## config.mk

```make
export PLATFORM = sky130hd
export DESIGN_NAME = axi_lite_wr_arbiter_flat
export DESIGN_NICKNAME = d
export VERILOG_FILES = /design/src/rtl/axi_lite_wr_arbiter_if.sv /design/src/rtl/axi_lite_wr_arbiter.sv /design/src/flat_wrapper.sv
export SDC_FILE = /design/constraint.sdc
export NUM_CORES = 1
export LEC_CHECK = 0
export BUFFER_PORTS_ARGS = -buffer_cell sky130_fd_sc_hd__buf_2
export CORE_AREA = 2 2 89 91
export DETAILED_ROUTE_END_ITERATION = 10
export DIE_AREA = 0 0 91 93
export HOLD_SLACK_MARGIN = 0.02
export PLACE_DENSITY = 0.55
export SYNTH_ARGS = -nofsm -noshare
export SYNTH_HDL_FRONTEND = slang
export SYNTH_SLANG_ARGS = --single-unit
```

## constraint.sdc

```tcl
create_clock -name aclk -period 1.45 [get_ports aclk]
set_clock_uncertainty 0.15 [all_clocks]
set_input_delay 0.145 -clock aclk [delete_from_list [all_inputs] [get_ports aclk]]
set_output_delay 0.145 -clock aclk [all_outputs]
set_load 0.005 [all_outputs]
```

## src/rtl/axi_lite_wr_arbiter_if.sv

```systemverilog
// Write-path bundle between two AXI4-Lite masters, the arbiter and one write slave.
// Ports: m_* are the two master-facing channels (element i = master i), s_* the slave-facing channel.
// Modports: master = the arbiter's view (it masters the downstream port), slave = the surrounding agents.
interface axi_lite_wr_arbiter_if #(
  parameter int ADDR_WIDTH = 32,
  parameter int DATA_WIDTH = 32
);
  // Packed [1:0][W-1:0] arrays flatten so master i occupies [i*W +: W].
  logic [1:0]                       m_awvalid;
  logic [1:0][ADDR_WIDTH-1:0]       m_awaddr;
  logic [1:0]                       m_awready;
  logic [1:0]                       m_wvalid;
  logic [1:0][DATA_WIDTH-1:0]       m_wdata;
  logic [1:0][DATA_WIDTH/8-1:0]     m_wstrb;
  logic [1:0]                       m_wready;
  logic [1:0]                       m_bvalid;
  logic [1:0][1:0]                  m_bresp;
  logic [1:0]                       m_bready;

  logic                             s_awvalid;
  logic [ADDR_WIDTH-1:0]            s_awaddr;
  logic                             s_awready;
  logic                             s_wvalid;
  logic [DATA_WIDTH-1:0]            s_wdata;
  logic [DATA_WIDTH/8-1:0]          s_wstrb;
  logic                             s_wready;
  logic                             s_bvalid;
  logic [1:0]                       s_bresp;
  logic                             s_bready;

  modport master (
    input  m_awvalid, m_awaddr, m_wvalid, m_wdata, m_wstrb, m_bready,
    input  s_awready, s_wready, s_bvalid, s_bresp,
    output m_awready, m_wready, m_bvalid, m_bresp,
    output s_awvalid, s_awaddr, s_wvalid, s_wdata, s_wstrb, s_bready
  );

  modport slave (
    output m_awvalid, m_awaddr, m_wvalid, m_wdata, m_wstrb, m_bready,
    output s_awready, s_wready, s_bvalid, s_bresp,
    input  m_awready, m_wready, m_bvalid, m_bresp,
    input  s_awvalid, s_awaddr, s_wvalid, s_wdata, s_wstrb, s_bready
  );
endinterface

```

## src/rtl/axi_lite_wr_arbiter.sv

```systemverilog
// Two-master round-robin arbiter for one AXI4-Lite write path; one whole AW/W/B transaction per grant.
// Ports: aclk, aresetn (async, active low), bus (master modport), grant (owner index), busy (transaction open).
// Latency: forwarding starts the cycle after a request is sampled; slave stalls extend XFER/RESP; data is never buffered.
module axi_lite_wr_arbiter (
  input  logic                  aclk,
  input  logic                  aresetn,
  axi_lite_wr_arbiter_if.master bus,
  output logic                  grant,
  output logic                  busy
);

  typedef enum logic [1:0] {
    IDLE = 2'd0,
    XFER = 2'd1,
    RESP = 2'd2
  } state_t;

  state_t state, state_nxt;
  logic   grant_q, grant_nxt;
  logic   last_q, last_nxt;
  logic   aw_done_q, aw_done_nxt;
  logic   w_done_q, w_done_nxt;
  logic   aw_hs, w_hs;

  always_ff @(posedge aclk or negedge aresetn) begin
    if (!aresetn) begin
      state     <= IDLE;
      grant_q   <= 1'b0;
      last_q    <= 1'b1;  // master 0 wins the first contested arbitration
      aw_done_q <= 1'b0;
      w_done_q  <= 1'b0;
    end else begin
      state     <= state_nxt;
      grant_q   <= grant_nxt;
      last_q    <= last_nxt;
      aw_done_q <= aw_done_nxt;
      w_done_q  <= w_done_nxt;
    end
  end

  always_comb begin
    state_nxt     = state;
    grant_nxt     = grant_q;
    last_nxt      = last_q;
    aw_done_nxt   = aw_done_q;
    w_done_nxt    = w_done_q;
    aw_hs         = 1'b0;
    w_hs          = 1'b0;
    bus.m_awready = '0;
    bus.m_wready  = '0;
    bus.m_bvalid  = '0;
    bus.m_bresp   = '0;
    bus.s_awvalid = 1'b0;
    bus.s_awaddr  = '0;
    bus.s_wvalid  = 1'b0;
    bus.s_wdata   = '0;
    bus.s_wstrb   = '0;
    bus.s_bready  = 1'b0;

    case (state)
      IDLE: begin
        // Only AWVALID counts as a request; a lone WVALID waits for its address.
        if (|bus.m_awvalid) begin
          grant_nxt   = (&bus.m_awvalid) ? ~last_q : bus.m_awvalid[1];
          aw_done_nxt = 1'b0;
          w_done_nxt  = 1'b0;
          state_nxt   = XFER;
        end
      end

      XFER: begin
        bus.s_awvalid          = bus.m_awvalid[grant_q] & ~aw_done_q;
        bus.s_awaddr           = bus.m_awaddr[grant_q];
        bus.m_awready[grant_q] = bus.s_awready & ~aw_done_q;
        bus.s_wvalid           = bus.m_wvalid[grant_q] & ~w_done_q;
        bus.s_wdata            = bus.m_wdata[grant_q];
        bus.s_wstrb            = bus.m_wstrb[grant_q];
        bus.m_wready[grant_q]  = bus.s_wready & ~w_done_q;
        aw_hs                  = bus.s_awvalid & bus.s_awready;
        w_hs                   = bus.s_wvalid & bus.s_wready;
        if (aw_hs) aw_done_nxt = 1'b1;
        if (w_hs)  w_done_nxt  = 1'b1;
        // AW and W may finish in either order or together.
        if ((aw_done_q | aw_hs) & (w_done_q | w_hs)) state_nxt = RESP;
      end

      RESP: begin
        bus.s_bready          = bus.m_bready[grant_q];
        bus.m_bvalid[grant_q] = bus.s_bvalid;
        bus.m_bresp[grant_q]  = bus.s_bresp;
        if (bus.s_bvalid & bus.s_bready) begin
          last_nxt  = grant_q;
          state_nxt = IDLE;
        end
      end

      default: state_nxt = IDLE;
    endcase
  end

  assign grant = grant_q;
  assign busy  = (state != IDLE);

endmodule

```

## src/flat_wrapper.sv

```systemverilog
// flat-port wrapper written by rule: the top's interface ports become plain ports
module axi_lite_wr_arbiter_flat 
  (aclk, aresetn, grant, busy, bus_m_awvalid, bus_m_awaddr, bus_m_wvalid, bus_m_wdata, bus_m_wstrb, bus_m_bready, bus_s_awready, bus_s_wready, bus_s_bvalid, bus_s_bresp, bus_m_awready, bus_m_wready, bus_m_bvalid, bus_m_bresp, bus_s_awvalid, bus_s_awaddr, bus_s_wvalid, bus_s_wdata, bus_s_wstrb, bus_s_bready);
  axi_lite_wr_arbiter_if #(.ADDR_WIDTH(32), .DATA_WIDTH(32)) bus_i ();
  input  logic aclk;
  input  logic aresetn;
  output logic grant;
  output logic busy;
  input wire logic [$bits(bus_i.m_awvalid)-1:0] bus_m_awvalid;
  input wire logic [$bits(bus_i.m_awaddr)-1:0] bus_m_awaddr;
  input wire logic [$bits(bus_i.m_wvalid)-1:0] bus_m_wvalid;
  input wire logic [$bits(bus_i.m_wdata)-1:0] bus_m_wdata;
  input wire logic [$bits(bus_i.m_wstrb)-1:0] bus_m_wstrb;
  input wire logic [$bits(bus_i.m_bready)-1:0] bus_m_bready;
  input wire logic [$bits(bus_i.s_awready)-1:0] bus_s_awready;
  input wire logic [$bits(bus_i.s_wready)-1:0] bus_s_wready;
  input wire logic [$bits(bus_i.s_bvalid)-1:0] bus_s_bvalid;
  input wire logic [$bits(bus_i.s_bresp)-1:0] bus_s_bresp;
  output wire logic [$bits(bus_i.m_awready)-1:0] bus_m_awready;
  output wire logic [$bits(bus_i.m_wready)-1:0] bus_m_wready;
  output wire logic [$bits(bus_i.m_bvalid)-1:0] bus_m_bvalid;
  output wire logic [$bits(bus_i.m_bresp)-1:0] bus_m_bresp;
  output wire logic [$bits(bus_i.s_awvalid)-1:0] bus_s_awvalid;
  output wire logic [$bits(bus_i.s_awaddr)-1:0] bus_s_awaddr;
  output wire logic [$bits(bus_i.s_wvalid)-1:0] bus_s_wvalid;
  output wire logic [$bits(bus_i.s_wdata)-1:0] bus_s_wdata;
  output wire logic [$bits(bus_i.s_wstrb)-1:0] bus_s_wstrb;
  output wire logic [$bits(bus_i.s_bready)-1:0] bus_s_bready;
  assign bus_i.m_awvalid = bus_m_awvalid;
  assign bus_i.m_awaddr = bus_m_awaddr;
  assign bus_i.m_wvalid = bus_m_wvalid;
  assign bus_i.m_wdata = bus_m_wdata;
  assign bus_i.m_wstrb = bus_m_wstrb;
  assign bus_i.m_bready = bus_m_bready;
  assign bus_i.s_awready = bus_s_awready;
  assign bus_i.s_wready = bus_s_wready;
  assign bus_i.s_bvalid = bus_s_bvalid;
  assign bus_i.s_bresp = bus_s_bresp;
  assign bus_m_awready = bus_i.m_awready;
  assign bus_m_wready = bus_i.m_wready;
  assign bus_m_bvalid = bus_i.m_bvalid;
  assign bus_m_bresp = bus_i.m_bresp;
  assign bus_s_awvalid = bus_i.s_awvalid;
  assign bus_s_awaddr = bus_i.s_awaddr;
  assign bus_s_wvalid = bus_i.s_wvalid;
  assign bus_s_wdata = bus_i.s_wdata;
  assign bus_s_wstrb = bus_i.s_wstrb;
  assign bus_s_bready = bus_i.s_bready;
  axi_lite_wr_arbiter u_core (.aclk(aclk), .aresetn(aresetn), .bus(bus_i), .grant(grant), .busy(busy));
endmodule
```

==> results of run 1 <==
-- metal layers --
layer	vias up	GRT usage
met2	121	0.2654
met3	7	0.02659
met4	0	0.02778
met5	-	0
met1	1031	0.1601
li1	1209	-
-- registers in the layout, indices dropped and copies added (netlist names) --
name,count
u_core.state,2
u_core.aw_done_q,1
u_core.grant,1
u_core.last_q,1
u_core.w_done_q,1
-- timing repair --
action / 4_1_cts / 5_1_grt
setup buffers: 0 / 9
cloned: 3 / 0
setup endpoints to repair: 83 / 84
endpoints found under the hold margin: 7 / 0
pin swaps: 0 / 3
resized for setup: 8 / 26
hold buffers: 2 / 0
-- cells in the final DEF, fill, tap and decap left out, types with 2 or more instances in the layout --
cell	instances
sky130_fd_sc_hd__dfrtp_1	3
sky130_fd_sc_hd__a31oi_1	3
sky130_fd_sc_hd__buf_4	16
sky130_fd_sc_hd__buf_6	8
sky130_fd_sc_hd__inv_1	5
sky130_fd_sc_hd__nand2_1	3
sky130_fd_sc_hd__mux2i_2	2
sky130_fd_sc_hd__nor2_2	5
sky130_fd_sc_hd__buf_12	6
sky130_fd_sc_hd__nor2_4	2
sky130_fd_sc_hd__clkbuf_8	3
sky130_fd_sc_hd__dlygate4sd3_1	2
sky130_fd_sc_hd__o21ai_1	4
sky130_fd_sc_hd__buf_16	3
sky130_fd_sc_hd__mux2i_1	67
sky130_fd_sc_hd__buf_2	231
sky130_fd_sc_hd__nor2_1	70
sky130_fd_sc_hd__and3_1	2
sky130_fd_sc_hd__a21oi_1	2
-- per-stage QoR --
stage / TNS (ns) / setup WS [ns] / util / area [um2] / total power, mW
3_5_place_dp: -1.066 / -0.1017 / 0.3851 / 2899 / 4.537
3_3_place_gp: -0.3258 / -0.05062 / 0.3851 / 2899 / 4.497
4_1_cts: -21.04 / -0.3058 / 0.4106 / 3090 / 5.302
5_1_grt: -23.78 / -0.3791 / 0.4270 / 3214 / 5.988
6_report: -18.38 / -0.3094 / 0.4270 / 3214 / 5.557
2_1_floorplan: 0 / 0.07522 / - / 1478 / 2.665
-- tightest hold or removal path: stages --
cell and delay [ns]:
sky130_fd_sc_hd__buf_2 0.09, sky130_fd_sc_hd__a31oi_1 0.07, sky130_fd_sc_hd__nor2_1 0.09
-- synth_stat cells, drive strengths merged (2+ instances only) --
library cell   n  area share
nor4b          2       0.012
mux2i         70        0.47
a31oi          3       0.013
nor2          77        0.20
inv            6       0.015
dfrtp          5       0.085
nand2          3      0.0076
buf           17       0.079
nand2b         2      0.0085
nor3           2      0.0068
o21ai          5       0.017
and3           2      0.0085
a21oi          3       0.013
-- where the power goes --
part / leakage (nW) / internal [mW] / total [mW] / switching [mW]
clock network: 0.0228 / 0.190 / 0.277 / 0.0863
registers: 0.0687 / 0.253 / 0.368 / 0.115
logic: 1.95 / 2.71 / 4.91 / 2.20
total: 2.04 / 3.16 / 5.56 / 2.40
-- path summary, 6_finish.rpt --
| path | endpoint | startpoint | slack, ns | cells after the start |
|---|---|---|---|---|
| worst min register to register | u_core.last_q | u_core.last_q | 0.39 | 2 |
| worst max register to register | u_core.state[0] | u_core.grant | -0.20 | 5 |
| max in group asynchronous | u_core.last_q | aresetn | 0.80 | 2 |
| min in group asynchronous | u_core.w_done_q | aresetn | 0.12 | 2 |
| worst max-delay path | bus_s_wvalid | u_core.grant | -0.31 | 4 |
| worst min-delay path | u_core.last_q | bus_m_bready[1] | 0.06 | 3 |
-- final cells by class --
cell class                      instances  area, um2  share of cell area
Clock buffer                            4      45.04             0.01401
Inverter                                6      22.52            0.007007
Tap cell                              102      127.6             0.03970
Sequential cell                         6      156.4             0.04866
Timing Repair Buffer                  267       1604              0.4990
Multi-Input combinational cell        177       1259              0.3916
-- kinds of logic (layout without fill, tap and decap cells) --
family / count (synthesis) / after routing / share of synthesized area
DFF: 6 / 6 / 0.1025
muxes: 71 / 71 / 0.4843
AOI/OAI and AO/OA: 14 / 14 / 0.06097
and+or+nand+nor: 92 / 92 / 0.2583
buffers and inverters: 23 / 277 / 0.09399
==> impl.org, run 1 <==
** Status
- Result of the run :: finished, violations left
- The final reports fail on negative setup slack.

** Route
- Summed over all layers, the routed wires come to 6.752 mm.
- The detailed router placed 2,368 vias in this run.
- Met1 wire length :: 2.680 mm
- In this run, the number of DRC markers left after iteration 0 of detailed routing was 45.
- The count of nets left with antenna violations once routing finished came out at 0.
- After detailed routing, no signal wire sits above met4.
- Summed over all nets, wire length on met2 after detailed routing comes to 3.425 mm.
- Via density :: 4.214
- Detailed-route wire length per cell :: 12.01 um
- The first detailed-routing pass ran for 4 iterations.
- In the routed design, unresolved DRC markers number 0.
- Total length of routed met3 wires :: 584 um

** Synthesis
- Number of instances in the synthesized netlist :: 206
- After synthesis, the share of flip-flops with an asynchronous set or reset is 1.000.
- Sequential element share of the synthesized area :: 0.1025
- Post-synthesis sequential element count :: 6
- Most used DFF post-synth :: sky130_fd_sc_hd__dfrtp_1
- The number of nets handed over by synthesis was 355.
- After synthesis, the netlist uses 26 different library cells.
- Cell area after synthesis :: 1478 um2
- Number of synthesized flops with an enable pin :: 0
- Yosys printed 0 warnings.
- Synthesized area per cell :: 7.173 um2

** GRT
- Initial antenna violation count :: 0
- Maximum number of pins on one net before global-route repair :: 34
- Wire length of the first global-routing pass :: 9.936 mm
- Gr usage total :: 0.1388
- The number of global-route vias before repair came to 2,221.
- The total overflow left after global routing is 0.

** STA
- Final-layout worst hold slack :: 0.06155 ns
- The worst path in the final design needs a cycle of 1.759 ns, including I/O delays and setup.
- Number of hold-slack violations in the final timing report :: 0
- Unrepaired setup endpoints after global routing :: yes
- Final setup violation count :: 84
- For this run, the top clock speed supported by timing is 0.5684 GHz.
- The number of pins with negative max-slew slack in the final report was 0.
- Max-slew headroom at the worst pin :: 0.8541
- Worst path setup slack after routing :: -0.3094 ns
- Of the available clock period, the critical path in the final layout requires 1.213.
- At the pin with the least slew margin, the transition time is 0.2128 ns.

** Floorplan
- For this configuration, the core starts out at a cell density of 0.1963.
- The die covers 8463 um2.
- 232 I/O pins were placed.
- Horizontal die dimension :: 91 um
- Die Span Y :: 93 um
- The floorplan has 32 rows.
- Area inside the core boundary :: 7527 um2

** Critical path
- Start-to-end type of the worst setup path :: reg2out
- For the worst setup path, the data arrival time is 1.46 ns.
- For the worst setup path, the data required time is 1.15 ns.
- STA classifies the critical path startpoint as a flip-flop.
- In this design, the largest share of critical-path delay is due to flip-flops.
- Ordered cell list for the critical path :: buf_6, mux2_4, nor3b_1, buf_2
- Type of destination of the critical path :: output pin
- Crit-path max cell delay :: 0.53 ns
- Worst Path Max Fanout :: 6
- CP bufs+invs :: 2
- On the critical path, the stage with the largest delay is an instance of sky130_fd_sc_hd__dfrtp_4.

** Power
- Power spread over the standard cell area amounts to 1729 nW/um2.
- Leakage power :: 2.040 nW
- IR analysis of the VDD net gives a maximum drop of 0.0009163 V.

** Clock network
- Clock tree from TritonCTS :: done
- In this run the number of H-tree levels came out at 1.
- After clock tree synthesis, the clock-pin slew on the worst setup and hold paths is 0.04 ns.
- In this run the clock root is driven by a sky130_fd_sc_hd__clkbuf_8.
- Counting the buffers created by CTS gives 3.
- Sink count of the clock tree :: 6
- Clock tree buffer depth :: 2
- The clock reaches the later pin of the worst-skew pair after 0.23 ns.

** Placed design
- The number of placed instances, taps included, is 545.
- Count of input and output buffers :: 231
- At the end of routability-driven placement, the weighted congestion stood at 0.8705.
- Summed over all nets, the half-perimeter wirelength after detailed placement is 5.391 mm.

** Layout
- After the last flow step, the layout net total stands at 610.
- The repair_antennas step left the layout with diodes totalling 0.
- From synthesis to final layout, the design area changed by 117.5%.
- Fillers :: 779
- Share of final-layout standard cells stronger than drive strength 1 :: 0.6261
- The finished layout holds 562 standard cells, fillers aside.

** Min path
- The min-delay analysis places its worst path in the category in2reg.

** Flow run
- Number of max-cap violations :: 0
Power figures use the tool's default switching activity.
==> run 2: changes to the inputs <==
--- a/config.mk
+++ b/config.mk
@@ -6,11 +6,14 @@
 export NUM_CORES = 1
 export LEC_CHECK = 0
 export BUFFER_PORTS_ARGS = -buffer_cell sky130_fd_sc_hd__buf_2
-export CORE_AREA = 2 2 89 91
+export CELL_PAD_IN_SITES_DETAIL_PLACEMENT = 0
+export CELL_PAD_IN_SITES_GLOBAL_PLACEMENT = 2
+export CORE_ASPECT_RATIO = 0.5
+export CORE_UTILIZATION = 12
 export DETAILED_ROUTE_END_ITERATION = 10
-export DIE_AREA = 0 0 91 93
+export GPL_ROUTABILITY_DRIVEN = 0
 export HOLD_SLACK_MARGIN = 0.02
-export PLACE_DENSITY = 0.55
+export PLACE_DENSITY = 0.79
 export SYNTH_ARGS = -nofsm -noshare
 export SYNTH_HDL_FRONTEND = slang
 export SYNTH_SLANG_ARGS = --single-unit
==> run 2 against run 1 <==
- the run still ends with negative setup slack left
- register-to-register slack improved by 0.05 ns
- via count rose by 0.72%
- sequential share of layout area fell by 0.48 points
- power rose by 16%
- sequential cell count did not move
- largest cell class unchanged
- highest routed layer unchanged
- worst setup slack got worse by 0.0098 ns
- non-clock buffer count rose by 7
- count of clock-buffer cells in the layout did not move
- hold slack improved by 0.0061 ns
==> impl.org, run 2 (same netlist as run 1, synthesis figures left out) <==
** Status
- The run finished, with violations left.
- The final reports fail on negative setup slack.

** STA
- The worst slew margin relative to its limit was 0.8095 (-0.04459).
- Slew at the pin closest to its max-slew limit :: 0.2857 ns (+0.07297 ns)
- The time the final worst path needs with I/O delays and setup is 1.769 ns (+0.009817 ns).
- The number of pins with negative max-slew slack in the final report came to 0 (unchanged).
- Unrepaired setup endpoints after global routing :: yes
- Post-route clock period utilization :: 1.220 (+0.006770)
- Maximum frequency from static timing analysis :: 0.5652 GHz (-0.55%)
- Worst path setup slack after routing :: -0.3192 ns (-0.009817 ns)
- Number of hold-slack violations in the final timing report :: 0 (unchanged)
- The total negative setup slack is -18.15 ns (+0.2325 ns).
- The count of final setup violators is 85 (+1.2%).

** Critical path
- Worst Path Arrival :: 1.47 ns (about the same)
- Startpoint kind of the worst setup timing path :: flip-flop
- The worst setup path is captured at an output pin.
- Worst Path Max Fanout :: 9 (+3)
- The worst setup path is of the reg2out kind.
- Data required time of the critical path :: 1.15 ns (about the same)

** Layout
- Ant diodes :: 0 (unchanged)
- The core occupancy in the finished layout is 0.2967 (-0.1303).
- Number of flip-flops in the largest register :: 2 (unchanged)
- Layout net count :: 617 (+1.1%)
- The ratio of cells with drive above 1 in the final layout was 0.6574 (+0.03130).
- In the layout the commonest cells are sky130_fd_sc_hd__buf_2 (229), sky130_fd_sc_hd__nor2_1 (72), sky130_fd_sc_hd__mux2i_1 (60).
- Relative to the synthesized area, the layout overhead comes to 139.2%.
- Leaving out fill and tap cells, the most frequent cell in the layout is sky130_fd_sc_hd__buf_2.
- Largest register by flop count :: u_core.state
- The final cell count without fillers was 632 (+12%).

** GRT
- Gr usage total :: 0.1162 (-0.02255)
- The initial antenna violation count came to 0 (unchanged).
- Vias in the first global route :: 2,137 (-3.8%)
- Wire length of the first global-routing pass :: 11.75 mm (+18%)
- The maximum number of pins on one net before global-route repair is 29 (-15%).
- The global-route congestion overflow total is 0 (unchanged).

** Clock network
- Clock Root Buffer :: sky130_fd_sc_hd__clkbuf_16
- Clock tree buffer depth :: 2 (unchanged)
- The number of sinks on the clock net came to 6 (unchanged).
- Total CTS buffers :: 3 (unchanged)
- The number of H-tree levels is 1 (unchanged).
- Clock tree from TritonCTS :: done
- Clock transition at the registers of the reported paths :: 0.04 ns (about the same)
- Clock insertion delay at the later pin of the skew report :: 0.23 ns (about the same)

** Power
- The total power draw is 6.427 mW (+16%).
- The leakage power figure came to 2.108 nW (+3.3%).
- Power density over the cells :: 1818 nW/um2 (+5.2%)
- Maximum resistive drop on vdd :: 0.0006830 V (-25%)

** Floorplan
- Die area :: 12,790 um2 (+51%)
- The width of the die came to 158.9 um (+75%).
- Area inside the core boundary :: 11,910 um2 (+58%)
- Num rows :: 28 (-13%)
- The starting density of the core was 0.1241 (-0.07226).
- Die Span Y :: 80.47 um (-13%)
- The number of top-level design ports is 232 (unchanged).

** Route
- The number of DRC violations after detailed-routing iteration 0 was 72 (+60%).
- Via density :: 3.774 (-10%)
- DRT Wirelength :: 8.617 mm (+28%)
- Number of iterations in the first detailed-routing pass :: 6 (+2)
- The via count is 2,385 (+0.72%).
- Residual antenna-violating net count after detailed routing :: 0 (unchanged)
- Detailed-route wire length per cell :: 13.63 um (+13%)
- DRC viols :: 0 (unchanged)

** Flow run
- The number of maximum-capacitance constraint violations was 0 (unchanged).

** Placed design
- The placed cell count came to 601 (+10%).
- The count of buffers from port buffering came to 231 (unchanged).
- Half-perimeter wire length of the detailed placement result :: 6.567 mm (+22%)
- Pre-CTS WS :: -0.1425 ns (-0.04084 ns)

** Min path
- Type of the tightest min-delay check :: in2reg
-- run 2: cell count changes in the layout (fill, tap and decap cells not counted), moves of 3 or more --
cell	change
sky130_fd_sc_hd__clkbuf_8	-3
sky130_fd_sc_hd__buf_6	+6
sky130_fd_sc_hd__clkbuf_16	+4
sky130_fd_sc_hd__mux2i_2	+6
sky130_fd_sc_hd__mux2i_1	-7
-- run 2: per-layer routing --
metal  routed length (um)  global-route usage  part of all wire
met1                 3720              0.1494              0.43
met4                   94             0.03077             0.011
met3                  222            0.008264             0.026
met5                    0                   0                 0
met2                 4579              0.2114              0.53
-- run 2: per-stage QoR --
stage                     area [um2]  hold WS [ns]
after CTS                       3386       0.06528
final                           3535       0.06766
after global routing            3535       0.09709
after global placement          2888       -0.1764
after detailed placement        2888       -0.1707
after floorplan                 1478       -0.3006
-- run 2: worst max-delay path, cell delays in order, from the launching register on --
cell and delay, ns:
sky130_fd_sc_hd__dfrtp_4 0.50, sky130_fd_sc_hd__buf_4 0.17, sky130_fd_sc_hd__buf_12 0.15, sky130_fd_sc_hd__mux2i_4 0.19, sky130_fd_sc_hd__nor2_1 0.10, sky130_fd_sc_hd__buf_2 0.12
-- run 2: area by class of cell --
cell class / instances / area (um2)
Fill cell: 1315 / 8377
Tap cell: 165 / 206.4
Sequential cell: 6 / 155.1
Multi-Input combinational cell: 177 / 1328
Inverter: 6 / 25.02
Timing Repair Buffer: 274 / 1742
Clock buffer: 4 / 78.83
-- run 2: worst paths after layout --
kind,from,to,slack (ns),cells past startpoint
max,u_core.grant,bus_s_awaddr[22],-0.32,5
min,bus_m_awvalid[1],u_core.grant,0.07,3
max reg2reg,u_core.grant,u_core.state[0],-0.15,4
min reg2reg,u_core.last_q,u_core.last_q,0.38,2
max in group asynchronous,aresetn,u_core.last_q,0.80,2
min in group asynchronous,aresetn,u_core.grant,0.12,2
-- run 2: timing repair --
item,4_1_cts,5_1_grt
buffers inserted,17,7
gates resized for setup,50,22
gates cloned,4,1
setup endpoints to repair,85,86
pin swaps,11,16
hold buffers,2,0
endpoints found under the hold margin,7,0
-- run 2: power breakdown --
part           internal (mW)  switching (mW)  total [mW]
clock                  0.366           0.108       0.474
sequential             0.249           0.112       0.362
combinational           3.12            2.48        5.59
